--- src/rtl/small_mac_bank.sv ---
// small_mac_bank: LANES parallel multiply-accumulate lanes. Each operand beat
// multiplies a public coefficient by a small sign-magnitude secret using
// shift-add, and a two-stage pipeline folds the product into a per-lane
// modular accumulator. Results are offered with a valid/ready handshake.
module small_mac_bank #(
  parameter int LANES  = 4,
  parameter int COEF_W = 13,
  parameter int SMAX   = 5,
  parameter int STEPS  = 256
) (
  input  logic                      clk,
  input  logic                      rst,
  input  logic                      start,
  input  logic                      sub,
  input  logic                      in_valid,
  output logic                      in_ready,
  input  logic [LANES*COEF_W-1:0]   a_in,
  input  logic [LANES*4-1:0]        s_in,
  output logic                      out_valid,
  input  logic                      out_ready,
  output logic [LANES*COEF_W-1:0]   acc_out,
  output logic                      err
);

  localparam int CW = (STEPS > 1) ? $clog2(STEPS) : 1;
  localparam logic [CW-1:0] LAST = CW'(STEPS - 1);

  typedef enum logic [1:0] {IDLE, RUN, DRAIN, DONE} state_t;

  state_t                  state;
  logic [CW-1:0]           cnt;
  logic                    sub_r;
  logic                    v1;
  logic [COEF_W-1:0]       acc   [LANES];
  logic [COEF_W-1:0]       p_r   [LANES];
  logic                    eff_r [LANES];
  logic [COEF_W-1:0]       prod  [LANES];
  logic [LANES-1:0]        bad;

  assign in_ready = (state == RUN);

  // Shift-add product per lane; illegal magnitudes contribute zero
  always_comb begin
    for (int unsigned i = 0; i < LANES; i++) begin
      logic [COEF_W-1:0] a;
      logic [2:0]        mag;
      a       = a_in[i*COEF_W +: COEF_W];
      mag     = s_in[i*4 +: 3];
      bad[i]  = (mag > 3'(SMAX));
      prod[i] = '0;
      if (mag[0]) prod[i] = prod[i] + a;
      if (mag[1]) prod[i] = prod[i] + {a[COEF_W-2:0], 1'b0};
      if (mag[2]) prod[i] = prod[i] + {a[COEF_W-3:0], 2'b00};
      if (bad[i]) prod[i] = '0;
    end
  end

  // Flatten accumulator registers onto the output bus
  always_comb begin
    acc_out = '0;
    for (int unsigned i = 0; i < LANES; i++) begin
      acc_out[i*COEF_W +: COEF_W] = acc[i];
    end
  end

  // Control FSM, stage-1 product registers and stage-2 accumulation
  always_ff @(posedge clk) begin
    if (rst) begin
      state     <= IDLE;
      cnt       <= '0;
      sub_r     <= 1'b0;
      v1        <= 1'b0;
      err       <= 1'b0;
      out_valid <= 1'b0;
      for (int unsigned i = 0; i < LANES; i++) begin
        acc[i]   <= '0;
        p_r[i]   <= '0;
        eff_r[i] <= 1'b0;
      end
    end else begin
      // Stage 2 sits before the FSM so a start-edge clear takes precedence;
      // v1 is always low in IDLE, so no pending product is lost.
      if (v1) begin
        for (int unsigned i = 0; i < LANES; i++) begin
          acc[i] <= eff_r[i] ? acc[i] - p_r[i] : acc[i] + p_r[i];
        end
      end
      case (state)
        IDLE: begin
          v1 <= 1'b0;
          if (start) begin
            state <= RUN;
            cnt   <= '0;
            err   <= 1'b0;
            sub_r <= sub;
            for (int unsigned i = 0; i < LANES; i++) acc[i] <= '0;
          end
        end
        RUN: begin
          if (in_valid) begin
            v1  <= 1'b1;
            err <= err | (|bad);
            for (int unsigned i = 0; i < LANES; i++) begin
              p_r[i]   <= prod[i];
              eff_r[i] <= s_in[i*4+3] ^ sub_r;
            end
            if (cnt == LAST) state <= DRAIN;
            else             cnt   <= cnt + 1'b1;
          end else begin
            v1 <= 1'b0;
          end
        end
        DRAIN: begin
          v1        <= 1'b0;
          state     <= DONE;
          out_valid <= 1'b1;
        end
        DONE: begin
          v1 <= 1'b0;
          if (out_ready) begin
            state     <= IDLE;
            out_valid <= 1'b0;
          end
        end
        default: state <= IDLE;
      endcase
    end
  end

endmodule
--- config.mk ---
export PLATFORM = sky130hd
export DESIGN_NAME = small_mac_bank
export DESIGN_NICKNAME = d
export VERILOG_FILES = /design/src/rtl/small_mac_bank.sv
export SDC_FILE = /design/constraint.sdc
export NUM_CORES = 1
export LEC_CHECK = 0
export ABC_CLOCK_PERIOD_IN_PS = 9290
export BUFFER_PORTS_ARGS = -buffer_cell sky130_fd_sc_hd__buf_2
export CELL_PAD_IN_SITES_DETAIL_PLACEMENT = 2
export CELL_PAD_IN_SITES_GLOBAL_PLACEMENT = 2
export CORE_ASPECT_RATIO = 0.75
export CORE_MARGIN = 2
export CORE_UTILIZATION = 40
export CTS_CLUSTER_DIAMETER = 60
export DETAILED_ROUTE_END_ITERATION = 8
export PLACE_DENSITY = 0.85
export SLEW_MARGIN = 25
export SYNTH_ARGS = -nofsm -noshare
export SYNTH_HDL_FRONTEND = slang
export SYNTH_SLANG_ARGS = --single-unit
--- constraint.sdc ---
create_clock -name clk -period 9.29 [get_ports clk]
set_input_delay 0.929 -clock clk [delete_from_list [all_inputs] [get_ports clk]]
set_output_delay 0.929 -clock clk [all_outputs]
set_load 0.005 [all_outputs]
==> impl_summary.md <==
Drt
The number of antenna-violating nets in the routed design is 0. Dividing the detail-routed via count by the number of cells gives 5.90. In the routed design, unresolved DRC markers number 0.

The initial detailed-routing violation count is 546. The count of TritonRoute iterations in the first routing pass is 5. The overall routed net length is 45.8 mm. The via count is 13000. In the final routed layout, each cell accounts on average for 20.8 um.

Power
For this design the ratio of total power to cell area is 204 mW/mm2. VDD sags by at most 0.127 mV. For this design the static power due to leakage is 6.48 nW.

Global routing
The global-route usage over all layers is 25.9%. The first global-routing pass estimated 73.7 mm of wire. The number of antenna violations at the first check in global routing is 0. The total global routing overflow is 0.

The largest net degree at the start of global routing is 57. The via count of the first global-routing pass is 13800.

STA
The post-route fraction of the period consumed by the critical path is 61.1%. For the final database, setup skew stands at 0.0145 ns. Setup repair after global routing left no endpoint under its margin.

For the pin with the worst max-slew slack, the measured transition is 0.844 ns. The max-slew violation count is 0. The setup violation total in the final timing report is 0. The final setup TNS is 0 ns. The total count of hold-check failures in the final report came to 0. The shortest period the worst path allows is 5.68 ns. The worst pin sits at a relative slew slack of 43.8%. Derived from the worst setup path, the maximum achievable clock frequency is 0.176 GHz.

Synthesis
The total nets after synthesis is 1875. The synthesized area divided by synthesized cell count is 8.10 um2. The Yosys step of the flow raised 0 warnings. Yosys mapped the design onto 82 distinct sky130hd cell types. Sequential cells were found to cover 24.3% of the synthesized design area. The fraction of registers with async set/reset is 0%. The most used flip-flop cell after synthesis is sky130_fd_sc_hd__edfxtp_1.

By area the synthesized netlist is led by sky130_fd_sc_hd__edfxtp_1, sky130_fd_sc_hd__ha_1, sky130_fd_sc_hd__xnor2_1, sky130_fd_sc_hd__dfxtp_1, sky130_fd_sc_hd__a21oi_1. The synthesized area is 0.0134 mm2. The synthesized design contains 122 register bits. The cell count after synthesis came out at 1660. The fraction of post-synthesis cell area in the top cell type by area is 18.3%. Summed over all instances, the cell type with the most area after synthesis is sky130_fd_sc_hd__edfxtp_1. The count of flip-flops with a built-in enable after synthesis is 82.

Cells and area
In the layout the commonest cells are sky130_fd_sc_hd__nor2_1, sky130_fd_sc_hd__nand2_1, sky130_fd_sc_hd__a21oi_1, sky130_fd_sc_hd__ha_1, sky130_fd_sc_hd__buf_2. The core utilization of the finished layout is 45.0%. The share of layout cells above drive strength 1 is 11.1%.

The layout net count is 1957. Leaving out fill and tap cells, the most frequent cell in the layout is sky130_fd_sc_hd__nor2_1. The number of antenna repair diodes is 0. The area growth from synthesis to layout is 11.6%.

Clocking
The number of gates given a new drive strength after cts is 0. Clock tree synthesis inserted a total of 17 buffers. The maximum root-to-sink buffer count is 2. The H-tree generated during clock tree synthesis spans 4 levels. The library cell used as clock root buffer is sky130_fd_sc_hd__clkbuf_16. The clock drives 122 sinks. The source-to-sink clock delay at the later pin of the worst-skew pair is 0.44 ns. The number of buffers inserted by post-CTS setup repair is 0. TritonCTS built the clock tree. The clock-pin slew of the registers on the worst-case setup and hold paths is 0.07 ns.

The number of buffers inserted for hold repair after clock tree synthesis is 0.

Place
Port buffering added 128 buffers. The congestion estimate from routability-driven global placement came to 0.862. The wire-length estimate of the detail-placed layout is 34.6 mm.

Setup path
For the worst setup path, the data arrival time is 5.97 ns. The startpoint type of the worst setup path is a primary input. The endpoint required time on the critical path is 9.59 ns. Of all nets on the critical path, the largest fanout is 29.

The startpoint of the most critical register-to-register path is p_r[0][4]. The worst setup path is captured at a flip-flop. The critical path is of the primary input to flip-flop type. The launching instance or port of the critical path is s_in[4].

Hold path
The tightest min-delay check is of the flip-flop to flip-flop type. The hold path startpoint is acc[0][12].

Floorplanning
The number of standard-cell rows in the floorplan is 58. The area of the placeable core is 0.0333 mm2. The initial utilization of the core area, before any placement, comes to 40.4%. During I/O placement, the number of pins put on the boundary was 129. The die outline area is 0.0351 mm2.

The chip height is 163 um. From left edge to right edge, the die measures 216 um.

Flow run
Across the run, the number of max-cap violations was 0.

Outcome
The run finished with clean final reports.
-- path summary, 6_finish.rpt --
| check | end | slack (ns) | cells after the start |
|---|---|---|---|
| setup / recovery | p_r[1][12] | 3.61 | 20 |
| hold / removal | acc[0][12] | 0.48 | 2 |
| setup reg to reg | acc[0][12] | 5.54 | 10 |
| hold reg to reg | acc[0][12] | 0.48 | 2 |
-- sequential cells by signal (all words and copies together), names as in the netlist --
register and count:
acc 52, cnt 8, eff_r 4, err 1, out_valid 1, p_r 52
state 2, sub_r 1, v1 1
-- metrics by stage --
stage / std cells / cell area (um2) / hold WS (ns) / worst slack [ns] / total power, mW
6_report: 2205 / 15000 / 0.485 / 3.61 / 3.05
5_1_grt: 2205 / 15000 / 0.508 / 3.25 / 3.26
2_1_floorplan: 1660 / 13400 / 0.459 / 3.90 / 1.88
4_1_cts: 2205 / 15000 / 0.487 / 3.66 / 3.06
3_3_place_gp: 2173 / 14400 / 0.453 / 3.61 / 2.22
3_5_place_dp: 2173 / 14400 / 0.476 / 3.23 / 2.34
-- final cells by class --
| class | instances | area [um2] |
|---|---|---|
| clock buffers | 22 | 510 |
| clock inverters | 10 | 75.1 |
| fillers | 3781 | 18300 |
| inverters | 92 | 345 |
| multi-input cells | 1375 | 9550 |
| flip-flops and latches | 122 | 3260 |
| well taps | 450 | 563 |
| repair buffers | 134 | 686 |
-- routing by layer --
layer	track usage (%)	up-vias	share of wire, %
li1	-	6247	-
met1	33.4	6506	46
met2	45.7	188	49
met3	2.52	68	2.2
met4	8.62	0	2.5
met5	0	-	0
-- Yosys cell counts, types with 37 or more instances --
library cell,instances
sky130_fd_sc_hd__nand2_1,142
sky130_fd_sc_hd__ha_1,129
sky130_fd_sc_hd__edfxtp_1,82
sky130_fd_sc_hd__a21o_1,42
sky130_fd_sc_hd__clkbuf_1,54
sky130_fd_sc_hd__nor3_1,44
sky130_fd_sc_hd__mux2i_1,41
sky130_fd_sc_hd__nor2_1,169
sky130_fd_sc_hd__dfxtp_1,40
sky130_fd_sc_hd__nand3_1,37
sky130_fd_sc_hd__o21ai_0,76
sky130_fd_sc_hd__xor2_1,39
sky130_fd_sc_hd__inv_1,92
sky130_fd_sc_hd__xnor2_1,96
sky130_fd_sc_hd__a21oi_1,143
-- kinds of logic (layout without fill, tap and decap cells) --
family / Yosys count / in the layout / synth area share (%)
buf+inv: 163 / 258 / 4.70
simple gates: 577 / 577 / 21.3
xor+xnor: 136 / 136 / 8.97
mux: 49 / 49 / 3.72
fa+ha+maj: 145 / 145 / 14.1
compound gates: 468 / 468 / 22.9
flops: 122 / 122 / 24.3
-- critical path: stages --
cell and delay, ns:
sky130_fd_sc_hd__buf_2 0.40, sky130_fd_sc_hd__inv_1 0.24, sky130_fd_sc_hd__nor2_1 0.22, sky130_fd_sc_hd__ha_1 0.21, sky130_fd_sc_hd__inv_1 0.06, sky130_fd_sc_hd__fa_1 0.40, sky130_fd_sc_hd__nor2b_1 0.32, sky130_fd_sc_hd__maj3_1 0.27
sky130_fd_sc_hd__a21oi_1 0.09, sky130_fd_sc_hd__o22ai_1 0.33, sky130_fd_sc_hd__a211oi_1 0.13, sky130_fd_sc_hd__a311oi_1 0.36, sky130_fd_sc_hd__ha_1 0.38, sky130_fd_sc_hd__a2111oi_2 0.35, sky130_fd_sc_hd__o211ai_1 0.21, sky130_fd_sc_hd__a41oi_1 0.29
sky130_fd_sc_hd__xnor2_1 0.18, sky130_fd_sc_hd__a21oi_1 0.11, sky130_fd_sc_hd__or3_1 0.36, sky130_fd_sc_hd__mux2i_1 0.13
-- where the power goes --
group          internal [mW]  switching [mW]
Combinational          0.628           0.939
Clock                  0.394           0.284
Sequential             0.703           0.105
Total                   1.72            1.33
(Power assumes the default switching activity.)
